`config.mk`:
```
export PLATFORM = sky130hd
export DESIGN_NAME = oled_spi_sink_flat
export DESIGN_NICKNAME = d
export VERILOG_FILES = /design/src/rtl/oled_pkg.sv /design/src/rtl/oled_spi_sink_if.sv /design/src/rtl/spi_byte_rx.sv /design/src/rtl/oled_spi_sink.sv /design/src/flat_wrapper.sv
export SDC_FILE = /design/constraint.sdc
export NUM_CORES = 1
export LEC_CHECK = 0
export ABC_AREA = 1
export ABC_CLOCK_PERIOD_IN_PS = 2350
export BUFFER_PORTS_ARGS = -buffer_cell sky130_fd_sc_hd__buf_4
export CAP_MARGIN = 20
export CORE_MARGIN = 2
export CORE_UTILIZATION = 30
export CTS_CLUSTER_SIZE = 40
export DETAILED_ROUTE_END_ITERATION = 7
export PLACE_DENSITY = 0.43
export SLEW_MARGIN = 10
export SYNTH_ARGS = -nofsm -noshare
export SYNTH_HDL_FRONTEND = slang
export SYNTH_SLANG_ARGS = --single-unit
```
`constraint.sdc`:
```
create_clock -name clk -period 2.35 [get_ports clk]
set_input_delay 0.1175 -clock clk [delete_from_list [all_inputs] [get_ports clk]]
set_output_delay 0.1175 -clock clk [all_outputs]
set_load 0.01 [all_outputs]
```
`src/rtl/oled_pkg.sv`:
```
// Shared definitions for the OLED SPI sink.
// Contents: opcode constants of the SSD1306 command subset, the opcodes that
// take exactly one argument byte, framebuffer address width and the command
// parser state type.
package oled_pkg;

  localparam int FB_ADDR_W = 10;

  localparam logic [7:0] CMD_SET_COL  = 8'h21;
  localparam logic [7:0] CMD_SET_PAGE = 8'h22;
  localparam logic [7:0] CMD_DISP_OFF = 8'hAE;
  localparam logic [7:0] CMD_DISP_ON  = 8'hAF;

  typedef enum logic [2:0] {
    ST_CMD,
    ST_COL_S,
    ST_COL_E,
    ST_PG_S,
    ST_PG_E,
    ST_SKIP1
  } parse_state_e;

  // Opcodes followed by one argument byte that this model does not interpret.
  function automatic logic is_one_arg(input logic [7:0] op);
    case (op)
      8'h20, 8'h81, 8'h8D, 8'hA8, 8'hD3,
      8'hD5, 8'hD9, 8'hDA, 8'hDB: is_one_arg = 1'b1;
      default:                    is_one_arg = 1'b0;
    endcase
  endfunction

endpackage

```
`src/rtl/oled_spi_sink_if.sv`:
```
// 4-wire SPI link plus display reset between OLED driver and display.
//   sclk : SPI clock, idle low, data sampled on rising edge
//   sdin : serial data, MSB first
//   cs   : chip select, active low
//   dc   : 0 = command byte, 1 = data byte
//   resN : display reset, active low
// master = driver side, slave = display side.
interface oled_spi_sink_if;
  logic sclk;
  logic sdin;
  logic cs;
  logic dc;
  logic resN;

  modport master (output sclk, sdin, cs, dc, resN);
  modport slave  (input  sclk, sdin, cs, dc, resN);
endinterface

```
`src/rtl/spi_byte_rx.sv`:
```
// Oversampling SPI byte receiver.
//   clk, reset   : system clock, synchronous active-high reset
//   spi          : SPI link (slave modport), asynchronous to clk
//   byte_valid_o : one-cycle pulse when 8 bits have been received
//   byte_o       : received byte, valid with byte_valid_o
//   is_data_o    : dc level captured with the last bit
//   res_n_o      : synchronised resN
module spi_byte_rx #(
  parameter int SYNC_STAGES = 2
) (
  input  logic                  clk,
  input  logic                  reset,
  oled_spi_sink_if.slave        spi,
  output logic                  byte_valid_o,
  output logic [7:0]            byte_o,
  output logic                  is_data_o,
  output logic                  res_n_o
);

  logic [SYNC_STAGES-1:0] sclk_sync_q, sdin_sync_q, cs_sync_q, dc_sync_q, resn_sync_q;
  logic                   sclk_prev_q;
  logic [2:0]             bit_cnt_q;
  logic [6:0]             shift_q;
  logic                   byte_valid_q;
  logic [7:0]             byte_q;
  logic                   is_data_q;

  logic sclk_s, sdin_s, cs_s, dc_s, resn_s, sclk_rise;

  assign sclk_s    = sclk_sync_q[SYNC_STAGES-1];
  assign sdin_s    = sdin_sync_q[SYNC_STAGES-1];
  assign cs_s      = cs_sync_q[SYNC_STAGES-1];
  assign dc_s      = dc_sync_q[SYNC_STAGES-1];
  assign resn_s    = resn_sync_q[SYNC_STAGES-1];
  assign sclk_rise = sclk_s & ~sclk_prev_q;

  // All lines share the same depth so sdin/dc/cs stay aligned with sclk.
  // Only the hard reset clears the synchronisers; resN must keep flowing
  // through them or a low resN could never be released.
  // NOTE: synchronous reset -- the reset test sits inside the clocked block
  // and is only seen on a rising clk edge.
  always_ff @(posedge clk) begin
    if (reset) begin
      sclk_sync_q <= '0;
      sdin_sync_q <= '0;
      cs_sync_q   <= '1;
      dc_sync_q   <= '0;
      resn_sync_q <= '0;
      sclk_prev_q <= 1'b0;
    end else begin
      // NOTE: non-blocking assignments let every stage sample the previous
      // stage's old value, which is what makes this a shift chain.
      sclk_sync_q <= {sclk_sync_q[SYNC_STAGES-2:0], spi.sclk};
      sdin_sync_q <= {sdin_sync_q[SYNC_STAGES-2:0], spi.sdin};
      cs_sync_q   <= {cs_sync_q[SYNC_STAGES-2:0],   spi.cs};
      dc_sync_q   <= {dc_sync_q[SYNC_STAGES-2:0],   spi.dc};
      resn_sync_q <= {resn_sync_q[SYNC_STAGES-2:0], spi.resN};
      sclk_prev_q <= sclk_s;
    end
  end

  always_ff @(posedge clk) begin
    if (reset || !resn_s) begin
      bit_cnt_q    <= '0;
      shift_q      <= '0;
      byte_valid_q <= 1'b0;
      byte_q       <= '0;
      is_data_q    <= 1'b0;
    end else begin
      byte_valid_q <= 1'b0;
      if (cs_s) begin
        // Deselect drops any partial byte.
        bit_cnt_q <= '0;
      end else if (sclk_rise) begin
        shift_q   <= {shift_q[5:0], sdin_s};
        bit_cnt_q <= bit_cnt_q + 3'd1;
        if (bit_cnt_q == 3'd7) begin
          byte_valid_q <= 1'b1;
          byte_q       <= {shift_q, sdin_s};
          is_data_q    <= dc_s;
        end
      end
    end
  end

  assign byte_valid_o = byte_valid_q;
  assign byte_o       = byte_q;
  assign is_data_o    = is_data_q;
  assign res_n_o      = resn_s;

endmodule

```
`src/rtl/oled_spi_sink.sv`:
```
// Display-side model of an SSD1306-style OLED on a 4-wire SPI link.
// Receives bytes, parses the command subset (column/page windows, display
// on/off, single-argument opcodes skipped) and turns data bytes into
// framebuffer writes with horizontal auto-increment.
//   clk, reset : system clock (>= 4x sclk), synchronous active-high reset
//   spi        : SPI link from the driver (slave modport)
//   fbWe/fbAddr/fbData : one-cycle framebuffer write, addr = page*128 + col
//   cmdValid/cmdByte   : one-cycle pulse per command byte
//   displayOn  : display on/off state
//   frameDone  : pulse when the page pointer wraps past the page window end
module oled_spi_sink
  import oled_pkg::*;
#(
  parameter int SYNC_STAGES = 2,
  parameter int COLS        = 128,
  parameter int PAGES       = 8
) (
  input  logic                 clk,
  input  logic                 reset,
  oled_spi_sink_if.slave       spi,
  output logic                 fbWe,
  output logic [FB_ADDR_W-1:0] fbAddr,
  output logic [7:0]           fbData,
  output logic                 cmdValid,
  output logic [7:0]           cmdByte,
  output logic                 displayOn,
  output logic                 frameDone
);

  localparam int COL_W = $clog2(COLS);
  localparam int PG_W  = $clog2(PAGES);

  logic       rx_valid, rx_is_data, res_n_sync, soft_rst;
  logic [7:0] rx_byte;

  spi_byte_rx #(.SYNC_STAGES(SYNC_STAGES)) u_rx (
    .clk          (clk),
    .reset        (reset),
    .spi          (spi),
    .byte_valid_o (rx_valid),
    .byte_o       (rx_byte),
    .is_data_o    (rx_is_data),
    .res_n_o      (res_n_sync)
  );

  assign soft_rst = reset | ~res_n_sync;

  parse_state_e         state_q, state_d;
  logic [COL_W-1:0]     col_q, col_d, col_start_q, col_start_d, col_end_q, col_end_d;
  logic [PG_W-1:0]      page_q, page_d, pg_start_q, pg_start_d, pg_end_q, pg_end_d;
  logic                 fb_we_q, fb_we_d, cmd_valid_q, cmd_valid_d;
  logic                 disp_on_q, disp_on_d, frame_done_q, frame_done_d;
  logic [FB_ADDR_W-1:0] fb_addr_q, fb_addr_d;
  logic [7:0]           fb_data_q, fb_data_d, cmd_byte_q, cmd_byte_d;

  always_comb begin
    // NOTE: every target gets a default first so no path leaves a variable
    // unassigned, which would otherwise infer a latch.
    state_d      = state_q;
    col_d        = col_q;
    page_d       = page_q;
    col_start_d  = col_start_q;
    col_end_d    = col_end_q;
    pg_start_d   = pg_start_q;
    pg_end_d     = pg_end_q;
    fb_we_d      = 1'b0;
    fb_addr_d    = fb_addr_q;
    fb_data_d    = fb_data_q;
    cmd_valid_d  = 1'b0;
    cmd_byte_d   = cmd_byte_q;
    disp_on_d    = disp_on_q;
    frame_done_d = 1'b0;

    // Pointers move the cycle after a write strobe. Comparisons are for
    // equality only, so a window with start > end wraps through 0.
    if (fb_we_q) begin
      if (col_q == col_end_q) begin
        col_d = col_start_q;
        if (page_q == pg_end_q) begin
          page_d       = pg_start_q;
          frame_done_d = 1'b1;
        end else begin
          page_d = page_q + 1'b1;
        end
      end else begin
        col_d = col_q + 1'b1;
      end
    end

    if (rx_valid) begin
      if (rx_is_data) begin
        fb_we_d   = 1'b1;
        fb_addr_d = {page_q, col_q};
        fb_data_d = rx_byte;
      end else begin
        cmd_valid_d = 1'b1;
        cmd_byte_d  = rx_byte;
        unique case (state_q)
          ST_CMD: begin
            if (rx_byte == CMD_SET_COL)       state_d = ST_COL_S;
            else if (rx_byte == CMD_SET_PAGE) state_d = ST_PG_S;
            else if (rx_byte == CMD_DISP_OFF) disp_on_d = 1'b0;
            else if (rx_byte == CMD_DISP_ON)  disp_on_d = 1'b1;
            else if (is_one_arg(rx_byte))     state_d = ST_SKIP1;
          end
          ST_COL_S: begin
            col_start_d = rx_byte[COL_W-1:0];
            state_d     = ST_COL_E;
          end
          ST_COL_E: begin
            col_end_d = rx_byte[COL_W-1:0];
            col_d     = col_start_q;
            state_d   = ST_CMD;
          end
          ST_PG_S: begin
            pg_start_d = rx_byte[PG_W-1:0];
            state_d    = ST_PG_E;
          end
          ST_PG_E: begin
            pg_end_d = rx_byte[PG_W-1:0];
            page_d   = pg_start_q;
            state_d  = ST_CMD;
          end
          default: state_d = ST_CMD;   // ST_SKIP1: argument consumed
        endcase
      end
    end
  end

  always_ff @(posedge clk) begin
    if (soft_rst) begin
      state_q      <= ST_CMD;
      col_q        <= '0;
      page_q       <= '0;
      col_start_q  <= '0;
      col_end_q    <= COL_W'(COLS - 1);
      pg_start_q   <= '0;
      pg_end_q     <= PG_W'(PAGES - 1);
      fb_we_q      <= 1'b0;
      fb_addr_q    <= '0;
      fb_data_q    <= '0;
      cmd_valid_q  <= 1'b0;
      cmd_byte_q   <= '0;
      disp_on_q    <= 1'b0;
      frame_done_q <= 1'b0;
    end else begin
      state_q      <= state_d;
      col_q        <= col_d;
      page_q       <= page_d;
      col_start_q  <= col_start_d;
      col_end_q    <= col_end_d;
      pg_start_q   <= pg_start_d;
      pg_end_q     <= pg_end_d;
      fb_we_q      <= fb_we_d;
      fb_addr_q    <= fb_addr_d;
      fb_data_q    <= fb_data_d;
      cmd_valid_q  <= cmd_valid_d;
      cmd_byte_q   <= cmd_byte_d;
      disp_on_q    <= disp_on_d;
      frame_done_q <= frame_done_d;
    end
  end

  assign fbWe      = fb_we_q;
  assign fbAddr    = fb_addr_q;
  assign fbData    = fb_data_q;
  assign cmdValid  = cmd_valid_q;
  assign cmdByte   = cmd_byte_q;
  assign displayOn = disp_on_q;
  assign frameDone = frame_done_q;

endmodule

```
`src/flat_wrapper.sv`:
```
// flat-port wrapper written by rule: the top's interface ports become plain ports
module oled_spi_sink_flat import oled_pkg::*;
#(
  parameter int SYNC_STAGES = 2,
  parameter int COLS        = 128,
  parameter int PAGES       = 8
)
  (clk, reset, fbWe, fbAddr, fbData, cmdValid, cmdByte, displayOn, frameDone, spi_sclk, spi_sdin, spi_cs, spi_dc, spi_resN);
  oled_spi_sink_if spi_i ();
  input  logic clk;
  input  logic reset;
  output logic fbWe;
  output logic [FB_ADDR_W-1:0] fbAddr;
  output logic [7:0] fbData;
  output logic cmdValid;
  output logic [7:0] cmdByte;
  output logic displayOn;
  output logic frameDone;
  input wire logic [$bits(spi_i.sclk)-1:0] spi_sclk;
  input wire logic [$bits(spi_i.sdin)-1:0] spi_sdin;
  input wire logic [$bits(spi_i.cs)-1:0] spi_cs;
  input wire logic [$bits(spi_i.dc)-1:0] spi_dc;
  input wire logic [$bits(spi_i.resN)-1:0] spi_resN;
  assign spi_i.sclk = spi_sclk;
  assign spi_i.sdin = spi_sdin;
  assign spi_i.cs = spi_cs;
  assign spi_i.dc = spi_dc;
  assign spi_i.resN = spi_resN;
  oled_spi_sink #(.SYNC_STAGES(SYNC_STAGES), .COLS(COLS), .PAGES(PAGES)) u_core (.clk(clk), .reset(reset), .spi(spi_i), .fbWe(fbWe), .fbAddr(fbAddr), .fbData(fbData), .cmdValid(cmdValid), .cmdByte(cmdByte), .displayOn(displayOn), .frameDone(frameDone));
endmodule
```
# [Word-level counts from Yosys, hierarchy flattened]
# Index checks and enable logic that the tools add are counted.
[classes] n_addsub=3 eq_ne=23 mux=31 bitwise_logic=12 reduce_logical=19
[op_table] cell="8-bit equality test (second input constant)" count=10
[op_table] cell="7-bit 2-to-1 mux" count=5
[op_table] cell="3-bit 2-to-1 mux" count=11
[op_table] cell="8-bit by 6-bit equality test with 1-bit output (second input constant)" count=3
[op_table] cell="3-bit AND reduction" count=5
[op_table] cell="1-bit 2-to-1 mux" count=14
[op_table] cell="1-bit NOT" count=10
[op_table] cell="3-bit case mux with 3 select lines" count=1
[op_table] cell="9-bit OR reduction" count=1
[op_table] cell="4-bit by 2-bit inequality test with 1-bit output (second input constant)" count=2
[op_table] cell="7-bit by 1-bit adder with 7-bit output (second input constant)" count=1
[op_table] cell="7-bit equality test" count=1
[op_table] cell="3-bit by 1-bit adder with 3-bit output (second input constant)" count=2
[op_table] cell="3-bit by 2-bit equality test with 1-bit output (second input constant)" count=2
[op_table] cell="3-bit equality test (second input constant)" count=2
[op_table] cell="2-bit AND reduction" count=3
[op_table] cell="6-bit AND reduction" count=1
[op_table] cell="3-bit OR reduction" count=2
[op_table] cell="5-bit AND reduction" count=1
[op_table] cell="4-bit by 1-bit inequality test with 1-bit output (second input constant)" count=1
[op_table] cell="2-bit OR reduction" count=2
[op_table] cell="3-bit by 1-bit equality test with 1-bit output (second input constant)" count=1
[op_table] cell="3-bit equality test" count=1
[op_table] cell="3-bit logical NOT" count=1
[op_table] cell="5 further kinds" count=5
[totals] reg_bits=94 in_bits=7 output_inout_bits=30 word_cells=113

# [Depth between registers and ports, before layout]
# Gate-level depths: netlist of run 1.
[logic_depth] depth_word=16 mapped_depth=12 ltp_nobuf=12

# [Modules after synthesis]
# A second synthesis of run 1 with hierarchy kept.
[hier_totals] cells_unflattened=543 hier_area_um2=3976.3
[by_module_without_submodules] mod="oled_spi_sink" n_inst=1 cells_each=399 area_each_um2=2837.7 seq_area_each_um2=1261.2
[by_module_without_submodules] mod="spi_byte_rx" n_inst=1 cells_each=144 area_each_um2=1138.6 seq_area_each_um2=620.6

# [Worst setup path after synthesis of run 1]
# No wires, ideal clock.
[synth_path] path_kind="register to register" startpoint="register u_core.fb_we_q, in the netlist u_core.fbWe" endpoint="register u_core.col_q[5]" setup_ns=0.113 arrival_ns=1.145 required_time_ns=2.237 setup_slack_ns=1.092 stages_incl_launch_ff=7 path_buffers=0 synth_period_minus_slack_ns=1.258 cell_sequence="dfxtp_1 -> nand2_1 -> nor3_2 -> nand3_1 -> xor2_1 -> o21ai_1 -> nor2_1"
[synth_via] elab_chain_cells=4
[synth_rtl] element="from (decl)" line_no="oled_spi_sink.sv:51" source="logic fb_we_q, fb_we_d, cmd_valid_q, cmd_valid_d;"
[synth_rtl] element="from (signal assigned)" line_no="oled_spi_sink.sv:154" source="fb_we_q <= fb_we_d;"
[synth_rtl] element="7-bit 2-to-1 mux (*)" line_no="oled_spi_sink.sv:76" source="if (fb_we_q) begin"
[synth_rtl] element="7-bit 2-to-1 mux" line_no="oled_spi_sink.sv:98" source="unique case (state_q)"
[synth_rtl] element="7-bit 2-to-1 mux" line_no="oled_spi_sink.sv:91" source="if (rx_is_data) begin"
[synth_rtl] element="7-bit 2-to-1 mux (*)" line_no="oled_spi_sink.sv:90" source="if (rx_valid) begin"
[synth_rtl] element="to (signal assigned)" line_no="oled_spi_sink.sv:148" source="col_q <= col_d;"
[synth_rtl] element="to (decl)" line_no="oled_spi_sink.sv:49" source="logic [COL_W-1:0] col_q, col_d, col_start_q, col_start_d, col_end_q, col_end_d;"
# Mark *: on every way between the ends. The rest lies on a longest branch, timed or not.
# A chain may end at the register's enable or synchronous reset.

# [Worst setup path after layout of run 1]
[layout_path] startpoint="register u_core.u_rx.is_data_q, in the netlist u_core.u_rx.is_data_o" endpoint="register u_core.col_q[4]"
[layout_via] elab_chain_cells=2
[layout_rtl] element="from (decl)" line_no="spi_byte_rx.sv:26" source="logic is_data_q;"
[layout_rtl] element="from (signal assigned)" line_no="spi_byte_rx.sv:80" source="is_data_q <= dc_s;"
[layout_rtl] element="7-bit 2-to-1 mux" line_no="oled_spi_sink.sv:91"
[layout_rtl] element="7-bit 2-to-1 mux" line_no="oled_spi_sink.sv:90"
# Every way passes these cells.

==> flow_summary_export.csv, run 1 <==
group,metric,value,unit
placement,gp_congestion,0.793,
worst_hold_path,hold_path_class,"input port to register",
sta,relSlewSlack,52.5,%
power,p_per_area,740,mW/mm2
yosys,yosysUniqueCellTypes,34,
clocking,cts_resized,0,
cells_and_area,areaGrowthSynthToFinish,22.2,%
floorplanning,die_w,118,um
placement,dp_hpwl,6260,um
cells_and_area,drive_above_1_share,17.3,%
floorplanning,pin_count,37,
sta,setup_viol,0,
drt,wire_per_inst,12.5,um
floorplanning,start_util,30.7,%
global_routing,antenna_found_initial,0,
sta,clock_skew,0.00448,ns
drt,dr.pass1.iters,4,
global_routing,first_global_vias,2984,
clocking,clk_pin_slew,0.07,ns
sta,finalMaxSlewViolations,0,
floorplanning,rows,41,
yosys,syn_avg_cell_area,7.59,um2
drt,met2_length,3990,um
clocking,insertion_delay,0.35,ns
worst_setup_path,critPathKind,"register to register",
yosys,synth_most_common_cell,"dfxtp_1",
global_routing,track_usage,13.8,%
clocking,clk_path_buf_depth,2,
worst_setup_path,cp.required,2.64,ns
clocking,cts_root_buf,"clkbuf_16",
cells_and_area,fin_nets,561,
power,peakVddDrop,0.490,mV
yosys,synth_top_family_by_area,"simple AND/OR/NAND/NOR gates",
clocking,cts_sinks,94,
clocking,cts_tree,"done",
drt,vias,3164,
drt,ant_nets,0,
worst_setup_path,critPathLaunchType,"register",
cells_and_area,stdcell_area,0.00476,mm2
yosys,synth_xor_area_share,2.25,%
sta,tns,0,ns
drt,post-route-drc-count,0,
global_routing,grt_remaining_overflow,0,
floorplanning,die_h,118,um
yosys,ys_top_cells_by_count,"94 x dfxtp_1, 87 x nand2_1, 61 x nor2_1, 54 x a21oi_1, 54 x o21ai_0",
job,drv_cap,0,
yosys,synth-seq-cells,94,
drt,wl,9050,um
drt,drt-vias-per-instance,4.35,
yosys,yosys_warnings,0,
yosys,synth_top_area_share,48.3,%
floorplanning,core,0.0127,mm2
clocking,h-tree-depth,3,
yosys,syn_area,0.00389,mm2
cells_and_area,finish.utilization,37.6,%
sta,timing.fmax,0.587,GHz
drt,maxUsedRoutingLayer,"met4",
sta,hold_viol_final,0,
drt,route.met3.wl,383,um
yosys,yosysSeqAreaShare,48.3,%
global_routing,grt_max_degree,68,
worst_setup_path,cp_max_fo,21,
floorplanning,die-area,0.0139,mm2
clocking,cts_setup_buffers,0,
yosys,synth_compound_area_share,17.2,%
cells_and_area,num_antenna_cells,0,
yosys,post-synth-top-area-cell,"dfxtp_1",
drt,drt-initial-drc-count,153,
worst_setup_path,cp_data_arrival_time,1.99,ns
sta,max_slew.worst_pin.slew,0.709,ns
yosys,synthAdderAreaFrac,1.28,%
yosys,synth_fp_nets,524,
sta,fin_crit,1.70,ns
power,power,3520,uW
yosys,yosys-top-cells-area,"dfxtp_1 48%, nand2_1 8.4%, a21oi_1 6.9%",
placement,io_buffer_count,36,
outcome,status,"complete, no violations",
yosys,synth_mux_area_share,0,%
sta,whs,0.0220,ns
placement,post_dp_cell_area,0.00432,mm2
yosys,syn_inst,513,
drt,drt-met1-wl,4560,um
yosys,synth_edf_count,0,
sta,fin_crit_sh,72.5,%
sta,rsz0062_at_grt,"false",
power,power.leakage,0.00208,uW
clocking,numCtsBuffers,9,
yosys,synth_flop_cell,"dfxtp_1",
global_routing,grt_pass1_wl,15200,um
yosys,synthArstFlopShare,0,%
yosys,synthSimpleGateAreaFrac,22.6,%
clocking,cts_hold_buf,5,
worst_setup_path,critPathCaptureType,"register",
-- cell families (layout without fill, tap and decap cells) --
| group | Yosys count | in the layout |
|---|---|---|
| buf+inv | 83 | 125 |
| xor+xnor | 10 | 10 |
| flops | 94 | 94 |
| compound gates | 126 | 126 |
| fa+ha+maj | 4 | 4 |
| simple gates | 196 | 196 |
-- metal layers --
layer / vias up / track usage [%]
met1: 1376 / 18.1
met5: - / 0
li1: 1724 / -
met3: 12 / 4.60
met2: 52 / 21.3
met4: 0 / 4.67
-- metrics by stage --
step,setup WS (ns),cells
global placement,0.693,706
detailed placement,0.638,706
floorplan,1.09,513
finish,0.647,727
CTS,0.627,727
global route,0.384,727
-- critical path: stages (launching register included) --
cell     delay, ns
dfxtp_1       0.31
inv_1         0.09
nand2_2       0.10
inv_2         0.27
nand3_2       0.36
nand2_4       0.24
inv_4         0.07
nand2_1       0.05
nand2_1       0.04
nor2_1        0.10
-- cells in the final DEF (no fill, tap or decap), types with 3 or more instances in the layout --
master / instances
a21oi_1: 54
ha_1: 4
nor2_2: 5
dfxtp_1: 94
nand2_1: 87
xnor2_1: 6
buf_4: 39
o211ai_1: 9
o21ai_1: 3
inv_1: 47
nand2_2: 6
inv_2: 16
bufinv_16: 5
nor2_1: 61
dlygate4sd3_1: 5
or2_2: 3
nor2_4: 3
o21ai_0: 54
xor2_1: 4
clkbuf_16: 9
nand3_1: 20
-- sequential cells by signal (all words and copies together) (netlist names), 2 cells and up --
name and count:
u_core.u_rx.bit_cnt_q 3, u_core.pg_start_q 3, u_core.u_rx.resn_sync_q 2, u_core.u_rx.dc_sync_q 2, u_core.u_rx.sdin_sync_q 2, u_core.u_rx.cs_sync_q 2
u_core.cmdByte 8, u_core.col_q 7, u_core.u_rx.shift_q 7, u_core.fbData 8, u_core.u_rx.sclk_sync_q 2, u_core.fbAddr 10
u_core.col_end_q 7, u_core.state_q 3, u_core.page_q 3, u_core.col_start_q 7, u_core.u_rx.byte_o 8, u_core.pg_end_q 3
-- where the power goes --
group / internal [uW] / leakage [uW] / total (uW) / switching [uW]
combinational: 19.8 / 0.00114 / 43.9 / 24.1
clock: 1250 / 0.000189 / 1870 / 623
sequential: 1600 / 0.000760 / 1600 / 2.28
-- cell type report --
| cell class | instances | area (um2) |
|---|---|---|
| tap | 172 | 215 |
| inverter | 65 | 246 |
| multi-input combinational | 336 | 1690 |
| fill | 1317 | 7910 |
| timing repair buffer | 44 | 343 |
| clock buffer | 9 | 225 |
| sequential | 94 | 1880 |
| clock inverter | 7 | 160 |
-- final timing paths --
kind / from / endpoint / slack [ns] / cells after the start
hold / removal: reset / u_core.u_rx.sdin_sync_q[1] / 0.02 / 2
setup reg to reg: u_core.u_rx.is_data_o / u_core.col_q[4] / 0.65 / 9
setup / recovery: u_core.u_rx.is_data_o / u_core.col_q[4] / 0.65 / 9
hold reg to reg: u_core.u_rx.sclk_sync_q[0] / u_core.u_rx.sclk_sync_q[1] / 0.40 / 2
Power figures use the tool's default switching activity.
==> run 2: changes to the inputs <==
--- a/config.mk
+++ b/config.mk
@@ -5,8 +5,8 @@
 export SDC_FILE = /design/constraint.sdc
 export NUM_CORES = 1
 export LEC_CHECK = 0
-export ABC_AREA = 1
-export ABC_CLOCK_PERIOD_IN_PS = 2350
+export ABC_AREA = 0
+export ABC_CLOCK_PERIOD_IN_PS = 1600
 export BUFFER_PORTS_ARGS = -buffer_cell sky130_fd_sc_hd__buf_4
 export CAP_MARGIN = 20
 export CORE_MARGIN = 2
==> constraint.sdc (replaced) <==
create_clock -name clk -period 1.6 [get_ports clk]
set_input_delay 0.08 -clock clk [delete_from_list [all_inputs] [get_ports clk]]
set_output_delay 0.08 -clock clk [all_outputs]
set_load 0.01 [all_outputs]
==> run 2 against run 1 <==
  * The flow now finishes with violations (negative setup slack)
  * Wire length is 0.64% lower
  * First-iteration DRC count is 38% lower
  * Setup slack worse by 0.72 ns
  * Synthesized cell count is 14% lower
  * Sequential share of layout area is 2.7 points lower
  * Power is 34% higher
  * Flip-flop and latch count stayed put
  * Fmax is 1.7% higher
  * Clock power is 22% higher
  * Count of clock-buffer cells in the layout is 2 higher
  * Combinational power is 68% higher
  * Largest cell class is now multi-input combinational cells
==> flow_summary_export.csv, run 2 <==
group,metric,value,unit
drt,drt-initial-drc-count,95,
cells_and_area,drive_above_1_share,26.5,%
global_routing,grt_max_degree,27,
yosys,syn_avg_cell_area,8.65,um2
sta,final.setup.worst_slack,-0.0745,ns
sta,hold_viol_final,0,
global_routing,antenna_found_initial,0,
outcome,violations,"negative setup slack",
clocking,clk_path_buf_depth,2,
cells_and_area,fin_nets,531,
clocking,numCtsBuffers,9,
sta,rsz0062_at_grt,"true",
drt,drt-vias-per-instance,4.52,
clocking,cts_root_buf,"clkbuf_16",
yosys,post-synth-top-area-cell,"dfxtp_1",
power,p_int,3760,uW
placement,gp_congestion,0.727,
yosys,synth_flop_cell,"dfxtp_1",
cells_and_area,num_antenna_cells,0,
cells_and_area,mostFrequentLayoutCell,"nand2_1",
cells_and_area,stdcell_area,0.00514,mm2
worst_hold_path,holdPathStages,1,
yosys,synth-seq-cells,94,
clocking,insertion_delay,0.34,ns
yosys,syn_area,0.00381,mm2
worst_setup_path,reg2reg_depth,5,
floorplanning,die-area,0.0136,mm2
global_routing,grt_remaining_overflow,0,
floorplanning,rows,41,
sta,fin_crit_sh,105,%
floorplanning,die_w,117,um
worst_setup_path,critPathKind,"register to register",
worst_hold_path,hold_path_class,"register to register",
yosys,yosysSeqAreaShare,49.3,%
sta,fin_crit,1.67,ns
sta,clock_skew,0.00564,ns
job,drv_cap,0,
worst_setup_path,cp.required,1.82,ns
placement,io_buffer_count,36,
yosys,synthArstFlopShare,0,%
yosys,synth_top_area_share,49.3,%
placement,post_dp_cell_area,0.00455,mm2
placement,place_ws,-0.0713,ns
floorplanning,core,0.0125,mm2
drt,ant_nets,0,
sta,relSlewSlack,77.5,%
cells_and_area,largest_reg_flops,10,
clocking,cts_tree,"done",
yosys,synth_most_common_cell,"nand2_1",
clocking,cts_sinks,94,
drt,route.met3.wl,258,um
outcome,status,"complete, but fails checks",
power,comb_power_share,1.6,%
worst_setup_path,critPathLaunchType,"register",
worst_setup_path,cp_data_arrival_time,1.90,ns
sta,max_slew.worst_pin.slew,0.336,ns
cells_and_area,areaGrowthSynthToFinish,34.8,%
placement,dp_hpwl,6380,um
power,peakVddDrop,0.625,mV
drt,vias,3152,
yosys,ys_top_cells_by_count,"102 x nand2_1, 94 x dfxtp_1, 46 x a21oi_1, 29 x clkbuf_1, 29 x nor2_1",
cells_and_area,final_cell_mix,"102 x nand2_1, 88 x buf_4, 87 x dfxtp_1",
sta,setup_viol,3,
floorplanning,start_util,30.5,%
power,power.leakage,0.00191,uW
drt,drt-met1-wl,4290,um
drt,met2_length,4310,um
clocking,clk_pin_slew,0.07,ns
sta,timing.fmax,0.597,GHz
power,p_per_area,915,mW/mm2
drt,dr.pass1.iters,4,
sta,whs,0.411,ns
worst_setup_path,cp_max_fo,3,
power,switching_power,940,uW
yosys,yosys-top-cells-area,"dfxtp_1 49%, nand2_1 10%, mux2i_1 6.6%",
yosys,synth_edf_count,0,
global_routing,first_global_vias,2935,
power,swShare,20.0,%
yosys,yosys_warnings,0,
drt,wire_per_inst,12.9,um
global_routing,grt_pass1_wl,14600,um
yosys,yosysUniqueCellTypes,43,
clocking,h-tree-depth,3,
power,pwr-share-seq,50.0,%
drt,post-route-drc-count,0,
drt,wl,9000,um
drt,maxUsedRoutingLayer,"met4",
floorplanning,pin_count,37,
yosys,synth_fp_nets,452,
sta,finalMaxSlewViolations,0,
yosys,syn_inst,441,
floorplanning,die_h,117,um
power,clkPwrFrac,48.4,%
global_routing,track_usage,13.8,%
worst_setup_path,critPathCaptureType,"register",
## run 2: cell types whose count changed in the layout (fill, tap and decap cells not counted), moves of 15 or more
cell | before | now
inv_1 | 47 | 2
mux2i_1 | 0 | 25
nor2_1 | 61 | 29
buf_4 | 39 | 88
nor2b_1 | 0 | 16
nand2_1 | 87 | 102
inv_2 | 16 | 0
o21ai_0 | 54 | 3
## run 2: final cells by class
type                    instances  area [um2]
clock buffers                  11         233
clock inverters                 5        83.8
fillers                      1318        7370
inverters                       2        7.51
multi-input cells             311        1910
flip-flops and latches         94        1890
well taps                     172         215
repair buffers                102         806
## run 2: worst paths after layout
path / startpoint / endpoint / slack, ns
setup / recovery: u_core.u_rx.byte_o[4] / u_core.state_q[1] / -0.07
hold / removal: u_core.u_rx.cs_sync_q[0] / u_core.u_rx.cs_sync_q[1] / 0.41
setup reg to reg: u_core.u_rx.byte_o[4] / u_core.state_q[1] / -0.07
hold reg to reg: u_core.u_rx.cs_sync_q[0] / u_core.u_rx.cs_sync_q[1] / 0.41
## run 2: power by group through the flow
stage	clock, uW	combinational, uW	sequential, uW
2_1_floorplan	0	32.1	2410
3_3_place_gp	0	54.2	2410
3_5_place_dp	0	54.7	2410
4_1_cts	2350	73.7	2350
5_1_grt	2440	80.6	2350
6_report	2280	73.8	2350
## run 2: cell families after synthesis
| kind of cell | after synthesis | synth area share [%] |
|---|---|---|
| AO/OA/AOI/OAI | 66 | 10.3 |
| XOR/XNOR | 20 | 4.59 |
| adder cells (fa/ha/maj) | 4 | 1.31 |
| buffers and inverters | 36 | 4.00 |
| flip-flops | 94 | 49.3 |
| multiplexers | 25 | 6.56 |
| AND/OR/NAND/NOR | 196 | 23.9 |
## run 2: what timing repair did
item,in CTS,in global routing
endpoints found under the hold margin,10,0
gates cloned,0,0
setup endpoints to repair,5,10
setup buffers,0,6
pin swaps,1,12
hold buffers,10,0
gates resized for setup,7,30
## run 2: metrics by stage
step	cells	utilization [%]	power (uW)	TNS (ns)
finish	697	41.1	4700	-0.215
global route	697	41.1	4870	-0.583
CTS	691	39.9	4780	-0.253
detailed placement	665	36.4	2460	-0.288
global placement	665	36.4	2460	-0.156
floorplan	441	-	2440	-0.396
## run 2: per-layer routing
metal | vias to the layer above | global-route usage [%]
met1 | 1458 | 18.3
li1 | 1641 | -
met4 | 0 | 4.63
met2 | 42 | 22.5
met3 | 11 | 3.11
met5 | - | 0
## run 2: critical path, cell delays in order (launching register included)
cell	delay (ns)
dfxtp_1	0.31
or3b_4	0.39
or4b_4	0.51
nand4_4	0.11
o211ai_4	0.10
mux2i_1	0.13
==> run 3: changes to the inputs <==
--- a/config.mk
+++ b/config.mk
@@ -14,6 +14,7 @@
 export CTS_CLUSTER_SIZE = 40
 export DETAILED_ROUTE_END_ITERATION = 7
 export PLACE_DENSITY = 0.43
+export SKIP_LAST_GASP = 1
 export SLEW_MARGIN = 10
 export SYNTH_ARGS = -nofsm -noshare
 export SYNTH_HDL_FRONTEND = slang
==> constraint.sdc (replaced) <==
create_clock -name clk -period 1.6 [get_ports clk]
set_input_delay 0.08 -clock clk [delete_from_list [all_inputs] [get_ports clk]]
set_output_delay 0.08 -clock clk [all_outputs]
set_load 0.05 [all_outputs]
==> run 3 against run 2 <==
  * The flow still finishes with violations (negative setup slack)
  * Setup slack lost 0.015 ns
  * Wire length shrank 0.59%
  * Worst hold slack gained 0.0014 ns
  * Critical path depth is the same
  * Non-clock buffer count shrank 8
  * Sequential power is essentially flat
  * Via count shrank 1.9%
  * Die area is the same
  * Sequential share of layout area grew 0.47 points
  * Cell area shrank 1.5%
  * Register-to-register slack is essentially flat
  * Final cell count shrank 1.3%
  * Highest routed layer unchanged
==> flow_summary_export.csv, run 3 (synthesized netlist as in run 2, its figures left out) <==
group,metric,value,unit
outcome,status,"complete, but fails checks",
outcome,violations,"negative setup slack",
sta,hold_viol_final,0,
drt,drt-vias-per-instance,4.49,
power,power.leakage,0.00187,uW
floorplanning,rows,41,
sta,rsz0062_at_grt,"true",
sta,max_slew.worst_pin.slew,0.377,ns
floorplanning,pin_count,37,
clocking,cts_setup_buffers,0,
global_routing,grt_remaining_overflow,0,
sta,whs,0.412,ns
cells_and_area,finish.utilization,40.5,%
worst_setup_path,cp.required,1.82,ns
worst_setup_path,critPathCaptureType,"register",
worst_setup_path,critPathLaunchType,"register",
clocking,h-tree-depth,3,
sta,clock_skew,0.00562,ns
worst_setup_path,reg2reg_depth,5,
floorplanning,start_util,30.5,%
clocking,insertion_delay,0.34,ns
worst_setup_path,critical-path-slowest-cell,"or4b_4",
placement,gp_congestion,0.761,
floorplanning,die_w,117,um
worst_setup_path,worst_path_largest_cell_delay,0.52,ns
cells_and_area,seq_area,0.00189,mm2
placement,io_buffer_count,36,
sta,finalMaxSlewViolations,0,
clocking,cts_tree,"done",
floorplanning,die_h,117,um
placement,dp_hpwl,6250,um
sta,fin_crit_sh,106,%
cells_and_area,final_cell_mix,"102 x nand2_1, 88 x dfxtp_1, 81 x buf_4",
global_routing,grt_max_degree,32,
cells_and_area,drive_above_1_share,25.2,%
clocking,cts_root_buf,"clkbuf_16",
global_routing,first_global_vias,2947,
drt,wl,8940,um
drt,dr.pass1.iters,4,
worst_setup_path,cp_max_fo,3,
cells_and_area,fin_nets,523,
sta,timing.fmax,0.592,GHz
sta,setup_viol,4,
floorplanning,core,0.0125,mm2
global_routing,track_usage,14.0,%
cells_and_area,multi_input_area,0.00191,mm2
clocking,clk_path_buf_depth,2,
cells_and_area,largest_reg_flops,10,
worst_setup_path,path_cells,"or3b_4 > or4b_4 > nand4_4 > o211ai_4 > mux2i_1",
worst_setup_path,cp_data_arrival_time,1.91,ns
sta,fin_crit,1.69,ns
sta,final.setup.worst_slack,-0.0894,ns
floorplanning,die-area,0.0136,mm2
cells_and_area,areaGrowthSynthToFinish,32.9,%
cells_and_area,n_fill_cell,1304,
drt,drt-initial-drc-count,110,
cells_and_area,num_antenna_cells,0,
global_routing,grt_pass1_wl,14800,um
placement,post_dp_cell_area,0.00453,mm2
power,power,4650,uW
global_routing,antenna_found_initial,0,
worst_hold_path,hold_path_class,"register to register",
worst_hold_path,holdPathStages,1,
power,peakVddDrop,0.541,mV
clocking,numCtsBuffers,9,
job,drv_cap,0,
drt,ant_nets,0,
clocking,clk_pin_slew,0.06,ns
power,p_per_area,917,mW/mm2
sta,relSlewSlack,74.9,%
worst_setup_path,critPathKind,"register to register",
cells_and_area,stdcell_area,0.00507,mm2
drt,vias,3091,
drt,post-route-drc-count,0,
clocking,cts_sinks,94,
drt,wire_per_inst,13.0,um
cells_and_area,mostFrequentLayoutCell,"nand2_1",
[run 3: cell types whose count changed in the layout (fill, tap and decap cells not counted), sizes merged]
cell	change
buf	-8
clkbuf	-1
clkinv	+2
clkinvlp	-2
[run 3: cell type report]
type	instances	share of cell area, %
clock buffers	10	4.52
clock inverters	5	1.48
inverters	2	0.148
multi-input cells	311	37.7
flip-flops and latches	94	37.3
well taps	172	4.25
repair buffers	94	14.6
[run 3: critical path: cells and delay by family (launching register included)]
family	cells	cell delay, ns
AOI/OAI and AO/OA	1	0.10
DFF	1	0.31
muxes	1	0.13
and+or+nand+nor	3	1.03
[run 3: path summary, 6_finish.rpt]
check	from	to	slack (ns)
min	u_core.u_rx.cs_sync_q[0]	u_core.u_rx.cs_sync_q[1]	0.41
max reg2reg	u_core.u_rx.byte_o[4]	u_core.state_q[1]	-0.09
max	u_core.u_rx.byte_o[4]	u_core.state_q[1]	-0.09
min reg2reg	u_core.u_rx.cs_sync_q[0]	u_core.u_rx.cs_sync_q[1]	0.41
[run 3: report_power, final]
part / internal [uW] / total, uW / switching [uW] / leakage [uW]
Sequential: 2350 / 2360 / 3.83 / 0.000762
Clock: 1350 / 2220 / 865 / 0.000152
Combinational: 41.3 / 74.1 / 32.7 / 0.000952
Total: 3750 / 4650 / 902 / 0.00187
[run 3: metal layers]
layer / global-route usage (%) / routed length [um]
met5: 0 / 0
met4: 5.02 / 197
met3: 3.63 / 243
met2: 21.9 / 4070
met1: 18.6 / 4430
[run 3: timing repair]
action,in CTS,in global routing
resized for setup,14,19
endpoints found under the hold margin,10,0
hold buffers,10,0
pin swaps,3,4
setup endpoints to repair,8,15
cloned,1,0
[run 3: metrics by stage]
step	std cells	setup slack, ns	TNS [ns]
2_1_floorplan	441	-0.132	-0.396
3_3_place_gp	662	-0.0523	-0.242
3_5_place_dp	662	-0.119	-0.428
4_1_cts	688	-0.0891	-0.462
5_1_grt	688	-0.141	-0.889
6_report	688	-0.0894	-0.284
